[config.mk]
export PLATFORM = sky130hd
export DESIGN_NAME = if_fetch_stage_flat
export DESIGN_NICKNAME = d
export VERILOG_FILES = /design/src/rtl/if_fetch_stage_pkg.sv /design/src/rtl/if_fetch_stage_if.sv /design/src/rtl/if_fetch_stage_pc_pair_reg.sv /design/src/rtl/if_fetch_stage.sv /design/src/flat_wrapper.sv
export SDC_FILE = /design/constraint.sdc
export NUM_CORES = 1
export LEC_CHECK = 0
export BUFFER_PORTS_ARGS = -buffer_cell sky130_fd_sc_hd__buf_2
export CAP_MARGIN = 10
export CORE_MARGIN = 2
export CORE_UTILIZATION = 25
export CTS_CLUSTER_SIZE = 28
export DETAILED_ROUTE_END_ITERATION = 10
export PLACE_DENSITY_LB_ADDON = 0.2
export SYNTH_ARGS = -nofsm -noshare
export SYNTH_HDL_FRONTEND = slang
export SYNTH_SLANG_ARGS = --single-unit
[constraint.sdc]
create_clock -name Clk -period 6.1 [get_ports Clk]
set_input_delay 0.915 -clock Clk [delete_from_list [all_inputs] [get_ports Clk]]
set_output_delay 0.915 -clock Clk [all_outputs]
set_load 0.05 [all_outputs]
[src/rtl/if_fetch_stage_pkg.sv]
// Shared pipeline constants and fetch FSM state type.
// Imported by the IF stage, its PC pair register and the bench.
package cpu_pipeline_pkg;

  localparam logic [31:0] NOP_INSTR = 32'h0800_0240;
  localparam int PC_RESET_FRONT = 0;
  localparam int PC_RESET_BACK  = 4;
  localparam int PC_STEP        = 4;

  typedef enum logic [1:0] {
    BOOT,
    RUN,
    STALL,
    SLOT
  } fetch_state_e;

  function automatic int unsigned word_align(
    input int unsigned a
  );
    return a & ~32'd3;
  endfunction

endpackage

[src/rtl/if_fetch_stage_if.sv]
// Fetch-stage bus: hazard/branch control, ROM port and IF/ID outputs.
// master = surrounding pipeline, slave = if_fetch_stage.
interface if_fetch_stage_if #(
  parameter int ADDR_W  = 8,
  parameter int INSTR_W = 32,
  parameter int CNT_W   = 16
);

  logic               LE;
  logic               br_taken;
  logic [ADDR_W-1:0]  br_target;
  logic               br_nullify;
  logic [ADDR_W-1:0]  imem_addr;
  logic [INSTR_W-1:0] imem_data;
  logic [INSTR_W-1:0] instr_out;
  logic [ADDR_W-1:0]  pc_out;
  logic               instr_valid;
  logic [CNT_W-1:0]   fetch_cnt;

  modport master (
    output LE,
    output br_taken,
    output br_target,
    output br_nullify,
    output imem_data,
    input  imem_addr,
    input  instr_out,
    input  pc_out,
    input  instr_valid,
    input  fetch_cnt
  );

  modport slave (
    input  LE,
    input  br_taken,
    input  br_target,
    input  br_nullify,
    input  imem_data,
    output imem_addr,
    output instr_out,
    output pc_out,
    output instr_valid,
    output fetch_cnt
  );

endinterface

[src/rtl/if_fetch_stage_pc_pair_reg.sv]
// PC front/back pair: sequential step or redirect to a target,
// gated by the pipeline load enable. Synchronous active-high reset.
module pc_pair_reg
  import cpu_pipeline_pkg::*;
#(
  parameter int ADDR_W = 8
) (
  input  logic              i_clk,
  input  logic              i_rst,
  input  logic              i_le,
  input  logic              i_load,
  input  logic [ADDR_W-1:0] i_target,
  output logic [ADDR_W-1:0] o_front,
  output logic [ADDR_W-1:0] o_back
);

  localparam logic [ADDR_W-1:0] STEP =
    ADDR_W'(PC_STEP);

  logic [ADDR_W-1:0] r_front;
  logic [ADDR_W-1:0] r_back;

  always_ff @(posedge i_clk) begin
    if (i_rst) begin
      r_front <= ADDR_W'(PC_RESET_FRONT);
      r_back  <= ADDR_W'(PC_RESET_BACK);
    end else if (i_le) begin
      if (i_load) begin
        r_front <= i_target;
        r_back  <= i_target + STEP;
      end else begin
        r_front <= r_back;
        r_back  <= r_back + STEP;
      end
    end
  end

  assign o_front = r_front;
  assign o_back  = r_back;

endmodule

[src/rtl/if_fetch_stage.sv]
// PA-RISC IF stage: PC pair, ROM address, IF/ID register, delay slot.
// Optional `NULLIFY_EN squashes the delay slot of a ,n taken branch.
module if_fetch_stage
  import cpu_pipeline_pkg::*;
#(
  parameter int ADDR_W  = 8,
  parameter int INSTR_W = 32,
  parameter int CNT_W   = 16
) (
  input  logic         Clk,
  input  logic         Rst,
  if_fetch_stage_if.slave bus
);

  localparam logic [ADDR_W-1:0] ALIGN =
    ADDR_W'(word_align(32'hFFFF_FFFF));

  fetch_state_e r_state;
  fetch_state_e w_nxt;

  logic              r_pend_vld;
  logic [ADDR_W-1:0] r_pend_tgt;
  logic              r_pend_nul;

  logic [INSTR_W-1:0] r_instr;
  logic [ADDR_W-1:0]  r_pc;
  logic               r_valid;
  logic [CNT_W-1:0]   r_cnt;

  logic              w_adv;
  logic              w_br;
  logic              w_nul;
  logic              w_squash;
  logic              w_pend_set;
  logic              w_pend_clr;
  logic [ADDR_W-1:0] w_tgt_raw;
  logic [ADDR_W-1:0] w_tgt;
  logic [ADDR_W-1:0] w_front;
  logic [ADDR_W-1:0] w_back;

  // Live branch request always beats a held one.
  always_comb begin
    w_nxt      = r_state;
    w_adv      = 1'b0;
    w_br       = 1'b0;
    w_pend_set = 1'b0;
    w_pend_clr = 1'b0;
    w_tgt_raw  = r_pend_tgt;
    w_nul      = r_pend_nul;
    if (bus.br_taken) begin
      w_tgt_raw = bus.br_target;
      w_nul     = bus.br_nullify;
    end
    unique case (r_state)
      BOOT: begin
        if (bus.LE) begin
          w_adv = 1'b1;
          w_nxt = RUN;
        end
      end
      RUN: begin
        if (bus.LE) begin
          w_adv = 1'b1;
          w_br  = bus.br_taken;
          w_nxt = w_br ? SLOT : RUN;
        end else begin
          w_pend_set = bus.br_taken;
          w_nxt      = STALL;
        end
      end
      STALL: begin
        if (bus.LE) begin
          w_adv      = 1'b1;
          w_pend_clr = 1'b1;
          w_br  = bus.br_taken | r_pend_vld;
          w_nxt = w_br ? SLOT : RUN;
        end else begin
          w_pend_set = bus.br_taken;
        end
      end
      SLOT: begin
        if (bus.LE) begin
          w_adv = 1'b1;
          w_nxt = RUN;
        end
      end
      default: w_nxt = BOOT;
    endcase
  end

  assign w_tgt = w_tgt_raw & ALIGN;

`ifdef NULLIFY_EN
  assign w_squash = w_br & w_nul;
`else
  logic w_unused_nul;
  assign w_squash     = 1'b0;
  assign w_unused_nul = w_nul;
`endif

  pc_pair_reg #(
    .ADDR_W (ADDR_W)
  ) u_pc (
    .i_clk    (Clk),
    .i_rst    (Rst),
    .i_le     (w_adv),
    .i_load   (w_br),
    .i_target (w_tgt),
    .o_front  (w_front),
    .o_back   (w_back)
  );

  always_ff @(posedge Clk) begin
    if (Rst) begin
      r_state    <= BOOT;
      r_pend_vld <= 1'b0;
      r_pend_tgt <= '0;
      r_pend_nul <= 1'b0;
    end else begin
      r_state <= w_nxt;
      if (w_pend_set) begin
        r_pend_vld <= 1'b1;
        r_pend_tgt <= w_tgt;
        r_pend_nul <= w_nul;
      end else if (w_pend_clr) begin
        r_pend_vld <= 1'b0;
      end
    end
  end

  always_ff @(posedge Clk) begin
    if (Rst) begin
      r_instr <= INSTR_W'(NOP_INSTR);
      r_pc    <= '0;
      r_valid <= 1'b0;
      r_cnt   <= '0;
    end else if (w_adv) begin
      r_pc <= w_front;
      if (w_squash) begin
        r_instr <= INSTR_W'(NOP_INSTR);
        r_valid <= 1'b0;
      end else begin
        r_instr <= bus.imem_data;
        r_valid <= 1'b1;
        r_cnt   <= r_cnt + 1'b1;
      end
    end
  end

  logic [ADDR_W-1:0] w_unused_back;
  assign w_unused_back = w_back;

  assign bus.imem_addr   = w_front;
  assign bus.instr_out   = r_instr;
  assign bus.pc_out      = r_pc;
  assign bus.instr_valid = r_valid;
  assign bus.fetch_cnt   = r_cnt;

endmodule

[src/flat_wrapper.sv]
// flat-port wrapper written by rule: the top's interface ports become plain ports
module if_fetch_stage_flat import cpu_pipeline_pkg::*;
#(
  parameter int ADDR_W  = 8,
  parameter int INSTR_W = 32,
  parameter int CNT_W   = 16
)
  (Clk, Rst, bus_LE, bus_br_taken, bus_br_target, bus_br_nullify, bus_imem_data, bus_imem_addr, bus_instr_out, bus_pc_out, bus_instr_valid, bus_fetch_cnt);
  if_fetch_stage_if #(.ADDR_W(ADDR_W), .INSTR_W(INSTR_W), .CNT_W(CNT_W)) bus_i ();
  input  logic Clk;
  input  logic Rst;
  input wire logic [$bits(bus_i.LE)-1:0] bus_LE;
  input wire logic [$bits(bus_i.br_taken)-1:0] bus_br_taken;
  input wire logic [$bits(bus_i.br_target)-1:0] bus_br_target;
  input wire logic [$bits(bus_i.br_nullify)-1:0] bus_br_nullify;
  input wire logic [$bits(bus_i.imem_data)-1:0] bus_imem_data;
  output wire logic [$bits(bus_i.imem_addr)-1:0] bus_imem_addr;
  output wire logic [$bits(bus_i.instr_out)-1:0] bus_instr_out;
  output wire logic [$bits(bus_i.pc_out)-1:0] bus_pc_out;
  output wire logic [$bits(bus_i.instr_valid)-1:0] bus_instr_valid;
  output wire logic [$bits(bus_i.fetch_cnt)-1:0] bus_fetch_cnt;
  assign bus_i.LE = bus_LE;
  assign bus_i.br_taken = bus_br_taken;
  assign bus_i.br_target = bus_br_target;
  assign bus_i.br_nullify = bus_br_nullify;
  assign bus_i.imem_data = bus_imem_data;
  assign bus_imem_addr = bus_i.imem_addr;
  assign bus_instr_out = bus_i.instr_out;
  assign bus_pc_out = bus_i.pc_out;
  assign bus_instr_valid = bus_i.instr_valid;
  assign bus_fetch_cnt = bus_i.fetch_cnt;
  if_fetch_stage #(.ADDR_W(ADDR_W), .INSTR_W(INSTR_W), .CNT_W(CNT_W)) u_core (.Clk(Clk), .Rst(Rst), .bus(bus_i));
endmodule
==> results of run 1 <==
==> layer usage <==
layer	vias to the layer above	routed length [um]	GRT usage
met5	-	0	0
met2	71	3350	0.164
met3	10	527	0.0484
li1	1330	-	-
met4	0	127	0.0474
met1	1197	3310	0.128
==> final cells by class <==
class,count,share of cell area
Clock buffer,15,0.0670
Clock inverter,1,0.00121
Inverter,5,0.00453
Multi-Input combinational cell,236,0.382
Sequential cell,76,0.367
Tap cell,172,0.0519
Timing Repair Buffer,104,0.127
==> state kept, by name, summed over array words and instances, names as in the netlist <==
name / flops
u_core.u_pc.o_back: 6
u_core.r_pend_tgt: 6
u_core.r_state: 2
u_core.bus.instr_out: 32
u_core.bus.fetch_cnt: 16
u_core.bus.pc_out: 6
u_core.r_pend_vld: 1
u_core.bus.instr_valid: 1
u_core.u_pc.o_front: 6
==> metrics by stage <==
| stage | setup slack, ns | cell area (um2) |
|---|---|---|
| detailed placement | 2.90 | 3860 |
| finish | 3.32 | 4150 |
| floorplan | 3.82 | 3240 |
| global placement | 2.93 | 3860 |
| CTS | 3.26 | 4150 |
| global route | 3.10 | 4150 |
==> cells by family after synthesis <==
family                   after synthesis
adder cells (fa/ha/maj)                4
flip-flops                            76
XOR/XNOR                              15
other                                  1
multiplexers                          53
AND/OR/NAND/NOR                      122
buffers and inverters                 27
AO/OA/AOI/OAI                         38
==> worst paths after layout <==
check,startpoint,endpoint,slack [ns],cells after the start
min,u_core.bus.instr_valid$_SDFFE_PP0P_,u_core.bus.instr_valid$_SDFFE_PP0P_,0.47,2
min reg2reg,u_core.bus.instr_valid$_SDFFE_PP0P_,u_core.bus.instr_valid$_SDFFE_PP0P_,0.47,2
max reg2reg,u_core.r_state[0]$_SDFFE_PP0P_,u_core.u_pc.o_back[6]$_SDFFE_PP0P_,3.85,8
max,bus_LE,u_core.u_pc.o_back[6]$_SDFFE_PP0P_,3.32,7
==> synthesized netlist by cell type (2+ instances only) <==
master,number,share of area
sky130_fd_sc_hd__inv_1,5,0.0058
sky130_fd_sc_hd__clkbuf_1,8,0.0093
sky130_fd_sc_hd__nor3_1,6,0.0093
sky130_fd_sc_hd__buf_2,8,0.012
sky130_fd_sc_hd__and3_2,2,0.0047
sky130_fd_sc_hd__nor2b_1,10,0.019
sky130_fd_sc_hd__xor2_1,6,0.016
sky130_fd_sc_hd__nand3_1,4,0.0062
sky130_fd_sc_hd__or3_1,3,0.0058
sky130_fd_sc_hd__dfxtp_1,76,0.47
sky130_fd_sc_hd__a211o_1,3,0.0081
sky130_fd_sc_hd__nand2b_1,3,0.0058
sky130_fd_sc_hd__nor2_1,68,0.079
sky130_fd_sc_hd__o21ai_0,11,0.017
sky130_fd_sc_hd__o21ai_2,2,0.0054
sky130_fd_sc_hd__mux2i_1,51,0.16
sky130_fd_sc_hd__nand4_1,6,0.012
sky130_fd_sc_hd__buf_4,6,0.014
sky130_fd_sc_hd__a211oi_1,3,0.0070
sky130_fd_sc_hd__nand2_1,11,0.013
sky130_fd_sc_hd__a21oi_1,8,0.012
sky130_fd_sc_hd__xnor2_1,9,0.024
sky130_fd_sc_hd__a31oi_1,2,0.0039
sky130_fd_sc_hd__ha_1,4,0.016
==> worst max-delay path, cell delays in order <==
cell                      delay [ns]
sky130_fd_sc_hd__buf_2          0.66
sky130_fd_sc_hd__and2b_2        0.34
sky130_fd_sc_hd__nand2_4        0.08
sky130_fd_sc_hd__o21ai_0        0.29
sky130_fd_sc_hd__ha_1           0.24
sky130_fd_sc_hd__nand4_1        0.13
sky130_fd_sc_hd__mux2_4         0.33
==> report_power, final <==
part / internal [W] / switching [W] / leakage [nW] / total [W]
combinational: 0.0000701 / 0.000145 / 1.14 / 0.000215
clock: 0.000309 / 0.000196 / 0.140 / 0.000505
sequential: 0.000524 / 0.0000177 / 0.622 / 0.000542
total: 0.000903 / 0.000359 / 1.91 / 0.00126
==> run_results.csv, run 1 <==
group,metric,value,unit
status,outcome,"complete, no violations",
setup_path,timing_worst_setup_path_type,"in -> reg",
routing,post_drt_wl_per_cell,12.0,um
place,placed_cells,593,
clocking,cts_num_sinks,76,
clocking,worst_skew_pair.late_latency,0.33,ns
min_path,holdCritPathClass,"reg -> reg",
floorplanning,floorplan.die.width,118,um
layout,fillerInstances,1347,
floorplanning,pin_count,110,
setup_path,worst-endpoint-arrival,3.00,ns
floorplanning,die_footprint,0.0138,mm2
yosys,synthesis.area_per_instance,9.60,um2
grt,globalRoute.totalOverflow,0,
timing,number_of_hold_violations_in_the_final_report,0,
setup_path,worst_setup_path_end_kind,"register",
yosys,synth.yosys.seq_area_share,0.472,
layout,postLayoutCoreUtil,0.329,
power_and_ir_drop,powerDensity,304,mW/mm2
yosys,synth_mux_area_frac,0.166,
power_and_ir_drop,vdd_ir_drop_max,0.127,mV
grt,grt_antenna_before_repair,0,
flow_run,max_cap_violations,0,
yosys,post_synth_edffs,0,
yosys,synth.distinct_cells,45,
floorplanning,die-height,118,um
yosys,synth_cells,336,
timing,max_slew_headroom_at_the_worst_pin,0.403,
routing,detail_route.wirelength,7310,um
layout,num_antenna_cells,0,
clocking,clk_pin_slew,0.06,ns
grt,grt_usage,0.107,
setup_path,crit_required,6.32,ns
clocking,cts_tree,"built",
yosys,synth_simple_gate_area_frac,0.182,
yosys,yosys.area_share.xor_xnor,0.0407,
yosys,synth_top_flop_cell,"sky130_fd_sc_hd__dfxtp_1",
floorplanning,core.rowCount,41,
timing,fin_crit,2.78,ns
layout,ff_latch_area,0.00152,mm2
timing,finalSetupTns,0,ns
clocking,post-cts-setup-buffer-count,0,
grt,grt_start_max_net_pins,50,
timing,setup_repair_after_global_routing_missed_its_margin,"false",
clocking,clock-root-buffer,"sky130_fd_sc_hd__clkbuf_16",
layout,area_of_combinational_cells_with_multiple_inputs,0.00158,mm2
layout,share_of_post_route_cells_with_drive_strength_above_1,0.304,
layout,areaGrowthSynthToFinish,28.5,%
power_and_ir_drop,totalPowerFinal,0.00126,W
place,port_buffers,102,
yosys,synth-warning-count,0,
clocking,post_cts_resize_count,0,
routing,route.vias.total,2608,
routing,route.detailed.drc,0,
place,gp_congestion,0.769,
floorplanning,core_area,0.0126,mm2
routing,firstDrtPassIters,4,
place,dp_hpwl,5130,um
floorplanning,floorplan.initialDensity,0.256,
yosys,synthArstFlopShare,0,
grt,grt_pass1_wl,11800,um
routing,drt-initial-drc-count,100,
layout,layout_commonest_cell,"sky130_fd_sc_hd__buf_2",
yosys,synth_compound_area_frac,0.0814,
timing,timing.fmax,360,MHz
yosys,synth-seq-cells,76,
setup_path,kind_of_launch_point_of_the_worst_setup_path,"input pin",
yosys,summed_instance_area_of_the_synthesized_netlist,0.00323,mm2
timing,slew_viol_final,0,
grt,via_count_of_the_first_global_routing_pass,2399,
timing,tightest_pin_transition,0.895,ns
setup_path,path_max_fanout,35,
layout,layout_common_cells,"102 x sky130_fd_sc_hd__buf_2, 76 x sky130_fd_sc_hd__dfxtp_1, 68 x sky130_fd_sc_hd__nor2_1, 51 x sky130_fd_sc_hd__mux2i_1",
timing,post-route-period-util,0.456,
clocking,h-tree-depth,3,
layout,final_cells,609,
yosys,synth_top_family_by_area,"simple AND/OR/NAND/NOR gates",
clocking,numCtsBuffers,9,
layout,nets,481,
clocking,holdBufCountCts,0,
power_and_ir_drop,total_leakage_power,1.91,nW
routing,routed_via_density,4.28,
routing,antenna_violating_nets_left,0,
timing,fin_skew,0.00601,ns
timing,setup-violations-final,0,
yosys,post_synth_fa_ha_maj_area_fraction,0.0155,
timing,hold-worst-slack,0.468,ns
clocking,clk_path_buf_depth,2,
No activity file was read; power rests on OpenSTA's default activity.
==> inputs of run 2 (changes only) <==
clock period = 2.45 ns   (was 6.1 ns; I/O delays follow)
==> run_results.csv, run 2 (synthesis gave the netlist of run 1 again) <==
group,metric,value,unit
grt,globalRoute.totalOverflow,0,
power_and_ir_drop,powerDensity,747,mW/mm2
layout,num_antenna_cells,0,
place,port_buffers,102,
timing,setup_repair_after_global_routing_missed_its_margin,"false",
flow_run,max_cap_violations,0,
setup_path,crit_path_top_delay_cell,"sky130_fd_sc_hd__dfxtp_1",
timing,fin_crit,2.13,ns
layout,layout_commonest_cell,"sky130_fd_sc_hd__buf_2",
setup_path,r2r_slack,0.32,ns
routing,firstDrtPassIters,4,
place,gp_congestion,0.747,
layout,layout_common_cells,"102 x sky130_fd_sc_hd__buf_2, 76 x sky130_fd_sc_hd__dfxtp_1, 68 x sky130_fd_sc_hd__nor2_1, 51 x sky130_fd_sc_hd__mux2i_1",
setup_path,worst_setup_path_end_kind,"register",
min_path,holdCritPathClass,"in -> reg",
timing,number_of_hold_violations_in_the_final_report,0,
status,outcome,"complete, no violations",
routing,route.detailed.drc,0,
min_path,hold_path_end,"u_core.bus.instr_out[6]$_SDFFE_PP1P_",
setup_path,delay_contributed_by_the_slowest_stage_of_the_critical_path,0.34,ns
clocking,holdBufCountCts,0,
layout,areaGrowthSynthToFinish,28.6,%
setup_path,ff2ff_path_depth,8,
grt,via_count_of_the_first_global_routing_pass,2445,
layout,nets,484,
setup_path,reg2reg_from,"u_core.r_state[0]$_SDFFE_PP0P_",
routing,antenna_violating_nets_left,0,
grt,grt_antenna_before_repair,0,
floorplanning,floorplan.initialDensity,0.256,
grt,grt_pass1_wl,12100,um
place,dp_hpwl,5150,um
grt,grt_start_max_net_pins,34,
power_and_ir_drop,total_leakage_power,1.91,nW
timing,post-route-period-util,0.868,
timing,timing.fmax,470,MHz
clocking,post-cts-setup-buffer-count,0,
layout,postLayoutCoreUtil,0.329,
layout,share_of_post_route_cells_with_drive_strength_above_1,0.307,
timing,finalSetupTns,0,ns
setup_path,crit_chain,"inv_1, ha_1, and2b_2, nand2_4, o21ai_0, ha_1, nand4_1, mux2_4",
clocking,post_cts_resize_count,0,
setup_path,crit_required,2.68,ns
floorplanning,die-height,118,um
clocking,cts_num_sinks,76,
setup_path,worst-endpoint-arrival,2.35,ns
timing,max_slew_headroom_at_the_worst_pin,0.586,
routing,route.vias.total,2588,
floorplanning,pin_count,110,
floorplanning,floorplan.die.width,118,um
routing,drt-initial-drc-count,114,
routing,routed_via_density,4.23,
setup_path,path_max_fanout,6,
routing,post_drt_wl_per_cell,12.0,um
layout,final_cells,612,
min_path,worst_hold_depth,2,
clocking,clock-root-buffer,"sky130_fd_sc_hd__clkbuf_16",
timing,tightest_pin_transition,0.621,ns
floorplanning,die_footprint,0.0138,mm2
min_path,worst_hold_startpoint,"bus_imem_data[6]",
floorplanning,core.rowCount,41,
layout,largest_register_ff_count,32,
grt,grt_usage,0.110,
clocking,numCtsBuffers,9,
setup_path,timing_worst_setup_path_type,"reg -> reg",
timing,fin_skew,0.00337,ns
power_and_ir_drop,vdd_ir_drop_max,0.316,mV
place,pre_cts_ws,0.325,ns
routing,detail_route.wirelength,7340,um
clocking,cts_tree,"built",
setup_path,path_common_cell,"sky130_fd_sc_hd__ha_1",
clocking,clk_pin_slew,0.06,ns
timing,worst_path_setup_slack_after_routing,0.324,ns
floorplanning,core_area,0.0126,mm2
setup_path,kind_of_launch_point_of_the_worst_setup_path,"register",
place,placed_cells,596,
clocking,clk_path_buf_depth,2,
setup_path,rr_endpoint,"u_core.u_pc.o_back[6]$_SDFFE_PP0P_",
clocking,worst_skew_pair.late_latency,0.34,ns
clocking,h-tree-depth,3,
timing,slew_viol_final,0,
timing,setup-violations-final,0,
[run 2: cell types whose count changed in the layout (fill, tap and decap cells not counted), sizes merged]
cell,change
clkbuf,-1
clkinv,+1
buf,+3
[run 2: worst max-delay path: cells and delay by family (launching register included)]
kind	cells	cell delay (ns)
adders and majority gates	2	0.56
and+or+nand+nor	3	0.49
DFF	1	0.34
muxes	1	0.33
AOI/OAI and AO/OA	1	0.23
buffers and inverters	1	0.05
[run 2: layout make-up]
class                           instances  area, um2
Fill cell                            1339       8470
Sequential cell                        76       1520
Tap cell                              172        215
Clock inverter                          2       10.0
Clock buffer                           14        254
Timing Repair Buffer                  107        548
Inverter                                5       18.8
Multi-Input combinational cell        236       1580
[run 2: worst max path at each step]
stage	startpoint	endpoint
finish	u_core.r_state[0]$_SDFFE_PP0P_	u_core.u_pc.o_back[6]$_SDFFE_PP0P_
CTS	u_core.r_state[0]$_SDFFE_PP0P_	u_core.u_pc.o_back[6]$_SDFFE_PP0P_
global placement	u_core.r_state[0]$_SDFFE_PP0P_	u_core.u_pc.o_back[6]$_SDFFE_PP0P_
floorplan	u_core.r_state[0]$_SDFFE_PP0P_	u_core.u_pc.o_back[6]$_SDFFE_PP0P_
global route	u_core.r_state[0]$_SDFFE_PP0P_	u_core.u_pc.o_back[6]$_SDFFE_PP0P_
detailed placement	u_core.r_state[0]$_SDFFE_PP0P_	u_core.u_pc.o_back[6]$_SDFFE_PP0P_
[run 2: report_power, final]
part	leakage [nW]	switching [W]	internal, W
Clock	0.131	0.000500	0.000711
Sequential	0.622	0.0000435	0.00131
Combinational	1.16	0.000362	0.000177
Total	1.91	0.000905	0.00219
[run 2: per-layer routing]
layer  track usage  up-vias  share of wire
li1              -     1346              -
met1         0.142     1162           0.47
met2         0.160       67           0.44
met3        0.0354       13          0.057
met4        0.0633        0          0.025
met5             0        -              0
[run 2: per-stage QoR]
| step | hold slack, ns | instance area (um2) | total power, W |
|---|---|---|---|
| after detailed placement | 0.469 | 3890 | 0.00192 |
| final | 0.228 | 4150 | 0.00310 |
| after floorplan | 0.452 | 3240 | 0.00179 |
| after CTS | 0.219 | 4150 | 0.00316 |
| after global placement | 0.443 | 3890 | 0.00192 |
| after global routing | 0.222 | 4150 | 0.00326 |
